<file path="config.mk">
export PLATFORM = sky130hd
export DESIGN_NAME = cache_fill_fsm_flat
export DESIGN_NICKNAME = d
export VERILOG_FILES = /design/src/rtl/cache_pkg.sv /design/src/rtl/cache_fill_fsm_if.sv /design/src/rtl/cache_word_counter.sv /design/src/rtl/cache_fill_fsm.sv /design/src/flat_wrapper.sv
export SDC_FILE = /design/constraint.sdc
export NUM_CORES = 1
export LEC_CHECK = 0
export CAP_MARGIN = 20
export CORE_UTILIZATION = 36
export DETAILED_ROUTE_END_ITERATION = 8
export HOLD_SLACK_MARGIN = 0.05
export PLACE_DENSITY = 0.92
export SYNTH_ARGS = -nofsm -noshare
export SYNTH_HDL_FRONTEND = slang
export SYNTH_SLANG_ARGS = --single-unit
</file>
<file path="constraint.sdc">
create_clock -name clk -period 2.04 [get_ports clk]
set_input_delay 0.408 -clock clk [delete_from_list [all_inputs] [get_ports clk]]
set_output_delay 0.408 -clock clk [all_outputs]
set_load 0.03 [all_outputs]
</file>
<file path="src/rtl/cache_pkg.sv">
// Shared types and constants for the cache block-fill controller.
// Holds the fill FSM state enum, block geometry, the memory latency the
// fill schedule assumes, and address helpers used by the FSM.
package cache_pkg;

  localparam int unsigned WORDS_PER_BLOCK   = 8;
  localparam int unsigned MEM_LATENCY       = 4;
  localparam int unsigned BLOCK_OFFSET_BITS = 4;
  localparam int unsigned ADDR_W            = 16;
  localparam int unsigned DATA_W            = 16;
  localparam int unsigned IDX_W             = 3;
  localparam int unsigned TAG_W             = ADDR_W - BLOCK_OFFSET_BITS;

  typedef enum logic {
    IDLE = 1'b0,
    FILL = 1'b1
  } fill_state_e;

  // Byte address of word idx inside the block whose upper bits are tag.
  // The word index is spliced in, so the address can never carry out of the block.
  function automatic logic [ADDR_W-1:0] word_addr(input logic [TAG_W-1:0] tag,
                                                  input logic [IDX_W-1:0] idx);
    return {tag, idx, 1'b0};
  endfunction

endpackage

</file>
<file path="src/rtl/cache_fill_fsm_if.sv">
// Bundle of the fill controller's miss, memory and cache-array signals.
//   master : the fill FSM (consumes miss/memory returns, drives requests and array writes)
//   slave  : the surrounding cache/memory environment
interface cache_fill_fsm_if;
  import cache_pkg::*;

  logic              miss_detected;
  logic [ADDR_W-1:0] miss_address;
  logic              memory_data_valid;
  logic [DATA_W-1:0] memory_data;
  logic              fsm_busy;
  logic              mem_enable;
  logic              mem_wr;
  logic [ADDR_W-1:0] memory_address;
  logic              write_data_array;
  logic [IDX_W-1:0]  data_word_index;
  logic [DATA_W-1:0] data_array_in;
  logic              write_tag_array;
  logic [ADDR_W-1:0] fill_tag_address;

  modport master (
    input  miss_detected, miss_address, memory_data_valid, memory_data,
    output fsm_busy, mem_enable, mem_wr, memory_address, write_data_array,
           data_word_index, data_array_in, write_tag_array, fill_tag_address
  );

  modport slave (
    output miss_detected, miss_address, memory_data_valid, memory_data,
    input  fsm_busy, mem_enable, mem_wr, memory_address, write_data_array,
           data_word_index, data_array_in, write_tag_array, fill_tag_address
  );

endinterface

</file>
<file path="src/rtl/cache_word_counter.sv">
// Word-slot counter used for both request issue and data receive.
// Ports: clk, rst (async active-high), clr (sync clear, wins over en),
//        en (advance by one, wraps), count, tc_c (count at LAST, combinational).
module cache_word_counter
  import cache_pkg::*;
#(
  parameter logic [IDX_W-1:0] LAST = IDX_W'(WORDS_PER_BLOCK - 1)
) (
  input  logic             clk,
  input  logic             rst,
  input  logic             clr,
  input  logic             en,
  output logic [IDX_W-1:0] count,
  output logic             tc_c
);

  always_ff @(posedge clk or posedge rst) begin
    if (rst) begin
      count <= '0;
    end else if (clr) begin
      count <= '0;
    end else if (en) begin
      count <= count + IDX_W'(1);
    end
  end

  assign tc_c = (count == LAST);

endmodule

</file>
<file path="src/rtl/cache_fill_fsm.sv">
// Cache block-fill controller: on a miss, fetches the 8 words of the
// 16-byte block back-to-back from a pipelined memory, writes each returned
// word into the data array, and pulses the tag write when the last word lands.
// Ports: clk, rst (async active-high), bus (cache_fill_fsm_if.master):
//   miss_detected/miss_address in, memory_data_valid/memory_data in,
//   fsm_busy, mem_enable, mem_wr, memory_address, write_data_array,
//   data_word_index, data_array_in, write_tag_array, fill_tag_address out.
module cache_fill_fsm #(
  parameter int unsigned WORDS_PER_BLOCK = cache_pkg::WORDS_PER_BLOCK
) (
  input  logic             clk,
  input  logic             rst,
  cache_fill_fsm_if.master bus
);
  import cache_pkg::*;

  localparam logic [IDX_W-1:0] LAST_IDX = IDX_W'(WORDS_PER_BLOCK - 1);

  fill_state_e      state_q, state_d;
  logic [TAG_W-1:0] tag_q;
  logic             issue_done_q;
  logic [IDX_W-1:0] issue_cnt, recv_cnt;
  logic             issue_tc_c, recv_tc_c;
  logic             in_fill_c, issue_en_c, recv_en_c, fill_done_c, cnt_clr_c;
  logic             unused_offset_c;

  // Byte offset of the miss is irrelevant: the whole block is fetched.
  assign unused_offset_c = ^bus.miss_address[BLOCK_OFFSET_BITS-1:0];

  assign in_fill_c   = (state_q == FILL);
  assign issue_en_c  = in_fill_c & ~issue_done_q;
  assign recv_en_c   = in_fill_c & bus.memory_data_valid;
  assign fill_done_c = recv_en_c & recv_tc_c;
  // Counters idle at zero outside a fill, so stray returns in IDLE change nothing.
  assign cnt_clr_c   = ~in_fill_c | fill_done_c;

  cache_word_counter #(.LAST(LAST_IDX)) u_issue_cnt (
    .clk   (clk),
    .rst   (rst),
    .clr   (cnt_clr_c),
    .en    (issue_en_c),
    .count (issue_cnt),
    .tc_c  (issue_tc_c)
  );

  cache_word_counter #(.LAST(LAST_IDX)) u_recv_cnt (
    .clk   (clk),
    .rst   (rst),
    .clr   (cnt_clr_c),
    .en    (recv_en_c),
    .count (recv_cnt),
    .tc_c  (recv_tc_c)
  );

  // State register.
  always_ff @(posedge clk or posedge rst) begin
    if (rst) begin
      state_q <= IDLE;
    end else begin
      state_q <= state_d;
    end
  end

  // Block tag is captured only on the IDLE->FILL edge; misses during a fill are ignored.
  always_ff @(posedge clk or posedge rst) begin
    if (rst) begin
      tag_q <= '0;
    end else if ((state_q == IDLE) && bus.miss_detected) begin
      tag_q <= bus.miss_address[ADDR_W-1:BLOCK_OFFSET_BITS];
    end
  end

  // Issue count "8": set once the last word request has gone out.
  always_ff @(posedge clk or posedge rst) begin
    if (rst) begin
      issue_done_q <= 1'b0;
    end else if (cnt_clr_c) begin
      issue_done_q <= 1'b0;
    end else if (issue_en_c && issue_tc_c) begin
      issue_done_q <= 1'b1;
    end
  end

  // Next state and request/write strobes.
  always_comb begin
    state_d              = state_q;
    bus.mem_enable       = 1'b0;
    bus.memory_address   = '0;
    bus.write_data_array = 1'b0;
    bus.write_tag_array  = 1'b0;
    unique case (state_q)
      IDLE: begin
        if (bus.miss_detected) begin
          state_d = FILL;
        end
      end
      FILL: begin
        if (!issue_done_q) begin
          bus.mem_enable     = 1'b1;
          bus.memory_address = word_addr(tag_q, issue_cnt);
        end
        if (bus.memory_data_valid) begin
          bus.write_data_array = 1'b1;
          if (recv_tc_c) begin
            bus.write_tag_array = 1'b1;
            state_d             = IDLE;
          end
        end
      end
      default: state_d = IDLE;
    endcase
  end

  assign bus.fsm_busy         = in_fill_c;
  assign bus.mem_wr           = 1'b0;
  assign bus.data_word_index  = recv_cnt;
  assign bus.data_array_in    = bus.memory_data;
  assign bus.fill_tag_address = {tag_q, BLOCK_OFFSET_BITS'(0)};

endmodule

</file>
<file path="src/flat_wrapper.sv">
// flat-port wrapper written by rule: the top's interface ports become plain ports
module cache_fill_fsm_flat import cache_pkg::*;
#(
  parameter int unsigned WORDS_PER_BLOCK = cache_pkg::WORDS_PER_BLOCK
)
  (clk, rst, bus_miss_detected, bus_miss_address, bus_memory_data_valid, bus_memory_data, bus_fsm_busy, bus_mem_enable, bus_mem_wr, bus_memory_address, bus_write_data_array, bus_data_word_index, bus_data_array_in, bus_write_tag_array, bus_fill_tag_address);
  cache_fill_fsm_if bus_i ();
  input  logic clk;
  input  logic rst;
  input wire logic [$bits(bus_i.miss_detected)-1:0] bus_miss_detected;
  input wire logic [$bits(bus_i.miss_address)-1:0] bus_miss_address;
  input wire logic [$bits(bus_i.memory_data_valid)-1:0] bus_memory_data_valid;
  input wire logic [$bits(bus_i.memory_data)-1:0] bus_memory_data;
  output wire logic [$bits(bus_i.fsm_busy)-1:0] bus_fsm_busy;
  output wire logic [$bits(bus_i.mem_enable)-1:0] bus_mem_enable;
  output wire logic [$bits(bus_i.mem_wr)-1:0] bus_mem_wr;
  output wire logic [$bits(bus_i.memory_address)-1:0] bus_memory_address;
  output wire logic [$bits(bus_i.write_data_array)-1:0] bus_write_data_array;
  output wire logic [$bits(bus_i.data_word_index)-1:0] bus_data_word_index;
  output wire logic [$bits(bus_i.data_array_in)-1:0] bus_data_array_in;
  output wire logic [$bits(bus_i.write_tag_array)-1:0] bus_write_tag_array;
  output wire logic [$bits(bus_i.fill_tag_address)-1:0] bus_fill_tag_address;
  assign bus_i.miss_detected = bus_miss_detected;
  assign bus_i.miss_address = bus_miss_address;
  assign bus_i.memory_data_valid = bus_memory_data_valid;
  assign bus_i.memory_data = bus_memory_data;
  assign bus_fsm_busy = bus_i.fsm_busy;
  assign bus_mem_enable = bus_i.mem_enable;
  assign bus_mem_wr = bus_i.mem_wr;
  assign bus_memory_address = bus_i.memory_address;
  assign bus_write_data_array = bus_i.write_data_array;
  assign bus_data_word_index = bus_i.data_word_index;
  assign bus_data_array_in = bus_i.data_array_in;
  assign bus_write_tag_array = bus_i.write_tag_array;
  assign bus_fill_tag_address = bus_i.fill_tag_address;
  cache_fill_fsm #(.WORDS_PER_BLOCK(WORDS_PER_BLOCK)) u_core (.clk(clk), .rst(rst), .bus(bus_i));
endmodule
</file>
==> results.yml <==
min_path:
  hp-class: "input pin to asynchronous set/reset pin"
grt:
  grt_pass1_wl_mm: 3.88
  grt_overflow: 0
  grt_pass1_vias: 841
  grt_usage: 0.150
  antenna_found_initial: 0
  grt_start_max_net_pins: 21
power:
  vdd_drop_max_uv: 756
  p_leak_uw: 0.000751
  comb_power_share: 0.638
  p_per_area_nw_per_um2: 1710
  pwr-share-seq: 0.279
  clock_power_share: 0.083
  swShare: 0.449
  power_uw: 2720
  p_int_uw: 1500
  p_sw_uw: 1220
clock_network:
  clock-root-buffer: "clkbuf_4"
  cts_made_buffers: 3
  tritoncts: "yes"
  h-tree-depth: 1
  clk_latency_ns: 0.29
  cts_max_path_buffers: 2
  clock-sinks: 20
  clk_pin_slew_ns: 0.11
  postCtsHoldBufs: 0
critical_path:
  crit_path_start_kind: "flop"
  r2r_cells: 3
  crit_fanout: 4
  r2r-start: "u_core.bus.fsm_busy$_DFF_PP0_"
  worstPathRequired_ns: 1.63
  worst_setup_path_end_kind: "primary output"
  timing.rr.end: "u_core.tag_q[6]$_DFFE_PP0P_"
  worstPathArrival_ns: 1.53
  critPathKind: "flop to primary output"
  reg2reg_slack_ns: 0.69
logic_synthesis:
  muxShareOfSynthArea: 0.162
  synth-adder-area-share: 0.0421
  syn-cell-area_um2: 1190
  synthXorXnorAreaFrac: 0.00737
  syn_area_per_cell_um2: 11.8
  ys_warn_count: 0
  synth-simple-area-share: 0.161
  ys_types: 22
  synth_top_family_by_area: "buffers and inverters"
  synth_cells: 101
  synth_compound_area_frac: 0.0284
  ys_ff_latch: 20
  synth_seq_area_share: 0.421
drt:
  via_per_inst: 4.43
  drt-initial-drc-count: 65
  num_vias: 802
  wirelength_mm: 2.48
  wl_per_cell_um: 13.7
  ant_nets: 0
  drt_first_pass_iters: 4
  drc: 0
sta:
  period_needed_ns: 1.94
  holdWs_ns: 0.424
  finalSetupViolations: 0
  rsz0062_at_grt: "no"
  finalCritPeriodShare: 0.951
  final_hold_viol_count: 0
  max_freq_mhz: 516
  tns_ns: 0
  slew_violations: 0
  skew_ns: 0.00505
floorplanning:
  die-area_um2: 3540
  die_w_um: 59.5
  initial_utilization: 0.383
  std_cell_rows: 20
  die_h_um: 59.5
  coreArea_um2: 3100
  io_pins: 92
layout:
  finalInstanceArea_um2: 1590
  fin_cells: 181
  diodes: 0
  nNetsFinal: 178
  synthToLayoutAreaGrowth_pct: 33.6
  drive_above_1_share: 0.299
placed_design:
  dp_hpwl_mm: 1.88
  post_dp_cell_area_um2: 1530
  dp.cells: 176
  io_buffers: 49
  gp_congestion: 0.644
job:
  maxCapViolCount: 0
run_status:
  status: "completed"
==> cells in the mapped netlist <==
cell type  number  share of area
buf_6           1         0.0095
mux2_4         10           0.13
nor2b_1         3          0.016
a21bo_2         1         0.0084
ha_1            4          0.042
o21ai_0         1         0.0042
nand4b_1        1         0.0074
nand2_1         1         0.0032
a22o_1          1         0.0074
mux2_2          2          0.019
xor2_1          1         0.0074
buf_12          1          0.017
dfrtp_1        20           0.42
mux2i_1         2          0.017
buf_4          23           0.15
a32o_1          1         0.0084
nor2b_4         2          0.023
inv_1           1         0.0032
conb_1          1         0.0032
and3_1          1         0.0053
and2_1         16          0.084
nor2_1          7          0.022
==> layout make-up <==
cell class / instances / area [um2]
multi-input cells: 60 / 499
flip-flops and latches: 20 / 502
well taps: 44 / 55.1
fillers: 290 / 1520
inverters: 1 / 3.75
repair buffers: 52 / 492
clock buffers: 4 / 36.3
==> registers in the layout, indices dropped and copies added (netlist names) <==
name and count:
u_core.bus.fsm_busy 1, u_core.issue_done_q 1, u_core.u_issue_cnt.count 3, u_core.tag_q 12, u_core.u_recv_cnt.count 3
==> logic make-up (layout without fill, tap and decap cells) <==
group,count (synthesis),count (layout)
buffers and inverters,26,57
AND/OR/NAND/NOR,31,31
multiplexers,14,14
adder cells (fa/ha/maj),4,4
XOR/XNOR,1,1
AO/OA/AOI/OAI,4,4
flip-flops,20,20
other,1,6
==> metrics by stage <==
stage          setup WS [ns]   util
3_3_place_gp           0.270  0.494
3_5_place_dp           0.255  0.494
6_report               0.101  0.512
5_1_grt               0.0126  0.512
2_1_floorplan          0.276      -
4_1_cts               0.0853  0.511
==> timing repair <==
item,CTS,global route
buffers inserted,1,0
resized for setup,1,1
pin swaps,0,0
setup endpoints to repair,10,4
==> power by group through the flow <==
| stage | combinational [uW] | clock (uW) | sequential, uW |
|---|---|---|---|
| final | 1740 | 225 | 759 |
| after CTS | 1760 | 238 | 761 |
| after global routing | 1840 | 257 | 789 |
| after floorplan | 868 | 0 | 1020 |
| after detailed placement | 1700 | 0 | 768 |
| after global placement | 1650 | 0 | 744 |
==> metal layers <==
layer | global-route usage | vias to the layer above | part of all wire
met5 | 0 | - | 0
met4 | 0.0442 | 0 | 0.0032
met3 | 0.0655 | 2 | 0.076
met2 | 0.273 | 47 | 0.55
met1 | 0.154 | 380 | 0.37
li1 | - | 373 | -
==> worst max-delay path, cell delays in order, from the launching register on <==
cell and delay [ns]:
dfrtp_1 0.43, ha_1 0.22, ha_1 0.22, and3_1 0.19, buf_4 0.17
==> placed cells by master (no fill, tap or decap), types with 3 or more instances in the layout <==
master           instances
clkdlybuf4s50_1         30
buf_4                   19
dfrtp_1                 19
and2_1                  16
mux2_4                  10
nor2_1                   7
conb_1                   6
ha_1                     4
nor2b_1                  3
clkbuf_4                 3
==> how the worst max path moves through the flow <==
stage / to / cells past startpoint / from / slack, ns
floorplan: bus_memory_address[12] / 4 / u_core.bus.fsm_busy$_DFF_PP0_ / 0.28
global route: bus_write_tag_array / 4 / u_core.u_recv_cnt.count[0]$_DFFE_PP0P_ / 0.01
CTS: bus_write_tag_array / 4 / u_core.u_recv_cnt.count[0]$_DFFE_PP0P_ / 0.09
detailed placement: bus_write_tag_array / 3 / bus_memory_data_valid / 0.26
finish: bus_write_tag_array / 4 / u_core.u_recv_cnt.count[0]$_DFFE_PP0P_ / 0.10
global placement: u_core.tag_q[3]$_DFFE_PP0P_ / 4 / bus_miss_detected / 0.27
No activity file was read; power rests on OpenSTA's default activity.
